$ cat src/rtl/cache_color_pkg.sv
// Shared widths, word/colour types and the colour packing helper for cache_color.
package cache_color_pkg;

    localparam int WORD_W     = 16;
    localparam int COLOR_W    = 24;
    localparam int NUM_COLORS = 3;
    localparam int ADDR_W     = 3;

    typedef logic [WORD_W-1:0]  word_t;
    typedef logic [COLOR_W-1:0] color_t;

    // Only the low byte of the high word is visible; its upper byte is stored but hidden.
    function automatic color_t pack_color(input word_t hi_word, input word_t lo_word);
        return {hi_word[COLOR_W-WORD_W-1:0], lo_word};
    endfunction

endpackage

$ cat src/rtl/cache_color_bank.sv
// One colour entry: a low/high word pair with write and shift-in ports.
// With CACHE_COLOR_VALID_EN defined, the entry also tracks a valid bit.
module cache_color_bank
    import cache_color_pkg::*;
(
    input  logic   clk,
    input  logic   rst,
    input  logic   shift,
    input  logic   we_lo,
    input  logic   we_hi,
    input  word_t  di,
    input  word_t  shift_lo_in,
    input  word_t  shift_hi_in,
`ifdef CACHE_COLOR_VALID_EN
    input  logic   shift_valid_in,
    output logic   valid,
`endif
    output word_t  lo_word,
    output word_t  hi_word,
    output color_t color
);

    // A shift takes precedence over any addressed write in the same cycle.
    always_ff @(posedge clk or posedge rst) begin
        if (rst) begin
            lo_word <= '0;
            hi_word <= '0;
        end else if (shift) begin
            lo_word <= shift_lo_in;
            hi_word <= shift_hi_in;
        end else begin
            if (we_lo) lo_word <= di;
            if (we_hi) hi_word <= di;
        end
    end

`ifdef CACHE_COLOR_VALID_EN
    always_ff @(posedge clk or posedge rst) begin
        if (rst)
            valid <= 1'b0;
        else if (shift)
            valid <= shift_valid_in;
        else if (we_lo || we_hi)
            valid <= 1'b1;
    end
`endif

    assign color = pack_color(hi_word, lo_word);

endmodule

$ cat src/rtl/cache_color.sv
// Six-word register cache presented as three parallel 24-bit colour entries.
// Optional CACHE_COLOR_VALID_EN adds a per-entry valid output.
module cache_color
    import cache_color_pkg::*;
(
    input  logic              clk,
    input  logic              rst,
    input  logic              SH,
    input  logic              WE,
    input  word_t             di,
    input  logic [ADDR_W-1:0] address,
`ifdef CACHE_COLOR_VALID_EN
    output logic [NUM_COLORS-1:0] valid,
`endif
    output color_t            cache_out [0:NUM_COLORS-1]
);

    word_t lo_words [NUM_COLORS];
    word_t hi_words [NUM_COLORS];
    word_t shift_lo [NUM_COLORS];
    word_t shift_hi [NUM_COLORS];
`ifdef CACHE_COLOR_VALID_EN
    logic [NUM_COLORS-1:0] shift_valid;
`endif

    for (genvar i = 0; i < NUM_COLORS; i++) begin : g_bank
        // Each bank shifts from the one above; the top bank takes di with a cleared high word.
        if (i == NUM_COLORS - 1) begin : g_top
            assign shift_lo[i] = di;
            assign shift_hi[i] = '0;
`ifdef CACHE_COLOR_VALID_EN
            assign shift_valid[i] = 1'b1;
`endif
        end else begin : g_chain
            assign shift_lo[i] = lo_words[i+1];
            assign shift_hi[i] = hi_words[i+1];
`ifdef CACHE_COLOR_VALID_EN
            assign shift_valid[i] = valid[i+1];
`endif
        end

        // Addresses 6 and 7 match no bank, so such writes drop silently.
        cache_color_bank u_bank (
            .clk         (clk),
            .rst         (rst),
            .shift       (SH),
            .we_lo       (WE && (address == ADDR_W'(2*i))),
            .we_hi       (WE && (address == ADDR_W'(2*i + 1))),
            .di          (di),
            .shift_lo_in (shift_lo[i]),
            .shift_hi_in (shift_hi[i]),
`ifdef CACHE_COLOR_VALID_EN
            .shift_valid_in (shift_valid[i]),
            .valid          (valid[i]),
`endif
            .lo_word     (lo_words[i]),
            .hi_word     (hi_words[i]),
            .color       (cache_out[i])
        );
    end

endmodule

$ cat config.mk
export PLATFORM = sky130hd
export DESIGN_NAME = cache_color
export DESIGN_NICKNAME = d
export VERILOG_FILES = /design/src/rtl/cache_color_pkg.sv /design/src/rtl/cache_color_bank.sv /design/src/rtl/cache_color.sv
export SDC_FILE = /design/constraint.sdc
export NUM_CORES = 1
export LEC_CHECK = 0
export CAP_MARGIN = 20
export CORE_MARGIN = 2
export CORE_UTILIZATION = 30
export DETAILED_ROUTE_END_ITERATION = 8
export PLACE_DENSITY = 0.58
export SLEW_MARGIN = 10
export SYNTH_ARGS = -nofsm -noshare
export SYNTH_HDL_FRONTEND = slang
export SYNTH_HIERARCHICAL = 1
export SYNTH_SLANG_ARGS = --single-unit
$ cat constraint.sdc
create_clock -name clk -period 1.1 [get_ports clk]
set_input_delay 0.11 -clock clk [delete_from_list [all_inputs] [get_ports clk]]
set_output_delay 0.11 -clock clk [all_outputs]
set_load 0.01 [all_outputs]
==> reports/results.tsv <==
metric	value	unit
Sink Count	72	
endpoints failing setup	0	
Synth Area per Inst	10.3	um2
1st-pass router iterations	5	
min cycle time layout	1.07	ns
Crit path buffers/inverters	1	
Tcrit/Tclk final	97.7	%
crit-path max cell delay	0.40	ns
Final Cell Area	4910	um2
CTS H-tree depth	3	
fin. max-slew vios	0	
Cells after Synth	379	
placed instance area	4720	um2
clk slew on worst S/H paths	0.06	ns
CP Launch Type	register	
Longest Clk Path Bufs	2	
Initial Util	30.8	%
Pwr Total	7630	uW
final setup margin	0.0251	ns
Post-layout nets	472	
Worst Skew	0.00393	ns
Core Box Area	12700	um2
CP Depth	1	
number of hold buffers added after CTS	0	
result of the run	finished, final reports clean	
die height	118	um
detailed placement HPWL	6570	um
Slowest-stage cell, CP	dfrtp_1	
worst-path cell chain	clkdlybuf4s15_2	
Clk Tree Root Cell	clkbuf_16	
largest net degree at the start of global routing	44	
worst reg-to-reg path cell count	4	
number of top-level pins	95	
Reg2Reg Capture Point	g_bank[2].u_bank/hi_word[7]$_DFFE_PP0P_	
Max-Cap Viols	0	
GRT Resource Usage Total	14.0	%
GP Congestion	0.714	
CP required	0.99	ns
IO Port Bufs	94	
synthesized area	3900	um2
Static Leak	0.00213	uW
crit-path max FO	3	
Antenna diodes	0	
Synth warnings	6	
Vias	2676	
layout cells sized above 1	25.8	%
Critical Path Source	g_bank[2].u_bank/lo_word[11]$_DFFE_PP0P_	
Fmax	930	MHz
CTS tree	done	
drt drc	0	
ANT nets after route	0	
crit path capture	cache_out[11]	
routed wire length	9170	um
commonest non-fill, non-tap cells in the layout	nand2_1 (72), dfrtp_1 (72), mux2i_1 (71)	
Die Area	13900	um2
Power per Cell Area	1550	nW/um2
number of global-route vias before repair	2727	
worst min path class	primary input to asynchronous set/reset pin	
setup TNS	0	ns
initial antenna violation count	0	
worst skew pair latency	0.33	ns
Fin. Hold Viols	0	
DR vias/cell	4.27	
RSZ-0062 raised after global routing	false	
Peak VDD IR	0.636	mV
critical path class	register to output port	
r2r setup slk	0.12	ns
wire per inst	14.6	um
Arr. time, crit path	0.96	ns
Placed Cells incl. Taps	594	
total congestion overflow	0	
post-placement setup slack	-0.551	ns
row count	41	
family with the most delay on the worst path	flip-flops	
first-pass GRT wire length	15100	um
final std cells w/o fill	626	
die width	118	um
number of buffers created by CTS	9	
CP Capture Type	output port	
area grow syn2layout	25.9	%
DRT iter0 DRCs	135	
worst r2r src	g_bank[2].u_bank/hi_word[7]$_DFFE_PP0P_	
==> repair_timing <==
item,in CTS,in global routing
setup buffers,13,2
gates cloned,1,0
setup endpoints to repair,144,62
pin swaps,1,2
resized for setup,175,50
==> final cells by class <==
type | count | area, um2
fill | 1279 | 7760
sequential | 72 | 1800
multi-input combinational | 230 | 1470
timing repair buffer | 133 | 1110
clock buffer | 13 | 260
tap | 172 | 215
clock inverter | 3 | 40.0
inverter | 3 | 11.3
==> tightest hold or removal path, stage by stage <==
cell and delay, ns:
clkdlybuf4s50_1 0.44, inv_1 0.09, buf_4 0.18
==> power by group <==
part	total [uW]	switching, uW	internal (uW)	leakage [uW]
clock	2950	1080	1870	0.000150
combinational	1490	756	739	0.00109
sequential	3190	223	2970	0.000895
==> state kept, by name (all words and copies together) (netlist names) <==
signal	flops
g_bank.u_bank/hi_word	24
g_bank.u_bank/lo_word	48
==> how the worst min path moves through the flow <==
| stage | from | to | slack, ns |
|---|---|---|---|
| after floorplan | rst | g_bank[0].u_bank/hi_word[0]$_DFFE_PP0P_ | 0.12 |
| after global placement | g_bank[1].u_bank/lo_word[14]$_DFFE_PP0P_ | g_bank[0].u_bank/lo_word[14]$_DFFE_PP0P_ | 0.49 |
| after global routing | SH | g_bank[2].u_bank/lo_word[1]$_DFFE_PP0P_ | 0.17 |
| after CTS | rst | g_bank[1].u_bank/hi_word[6]$_DFFE_PP0P_ | 0.15 |
| after detailed placement | g_bank[2].u_bank/hi_word[4]$_DFFE_PP0P_ | g_bank[1].u_bank/hi_word[4]$_DFFE_PP0P_ | 0.49 |
| final | rst | g_bank[1].u_bank/hi_word[6]$_DFFE_PP0P_ | 0.15 |
==> routing by layer <==
| metal | global-route usage (%) | wire length (um) |
|---|---|---|
| met2 | 20.7 | 4110 |
| met4 | 5.12 | 121 |
| met5 | 0 | 0 |
| met3 | 3.88 | 480 |
| met1 | 19.4 | 4460 |
==> per-stage QoR <==
stage | hold slack, ns | utilization (%)
after detailed placement | 0.494 | 37.2
after floorplan | 0.125 | -
after global routing | 0.174 | 38.8
final | 0.148 | 38.8
after global placement | 0.492 | 37.2
after CTS | 0.150 | 40.5
No activity file was read; power rests on OpenSTA's default activity.
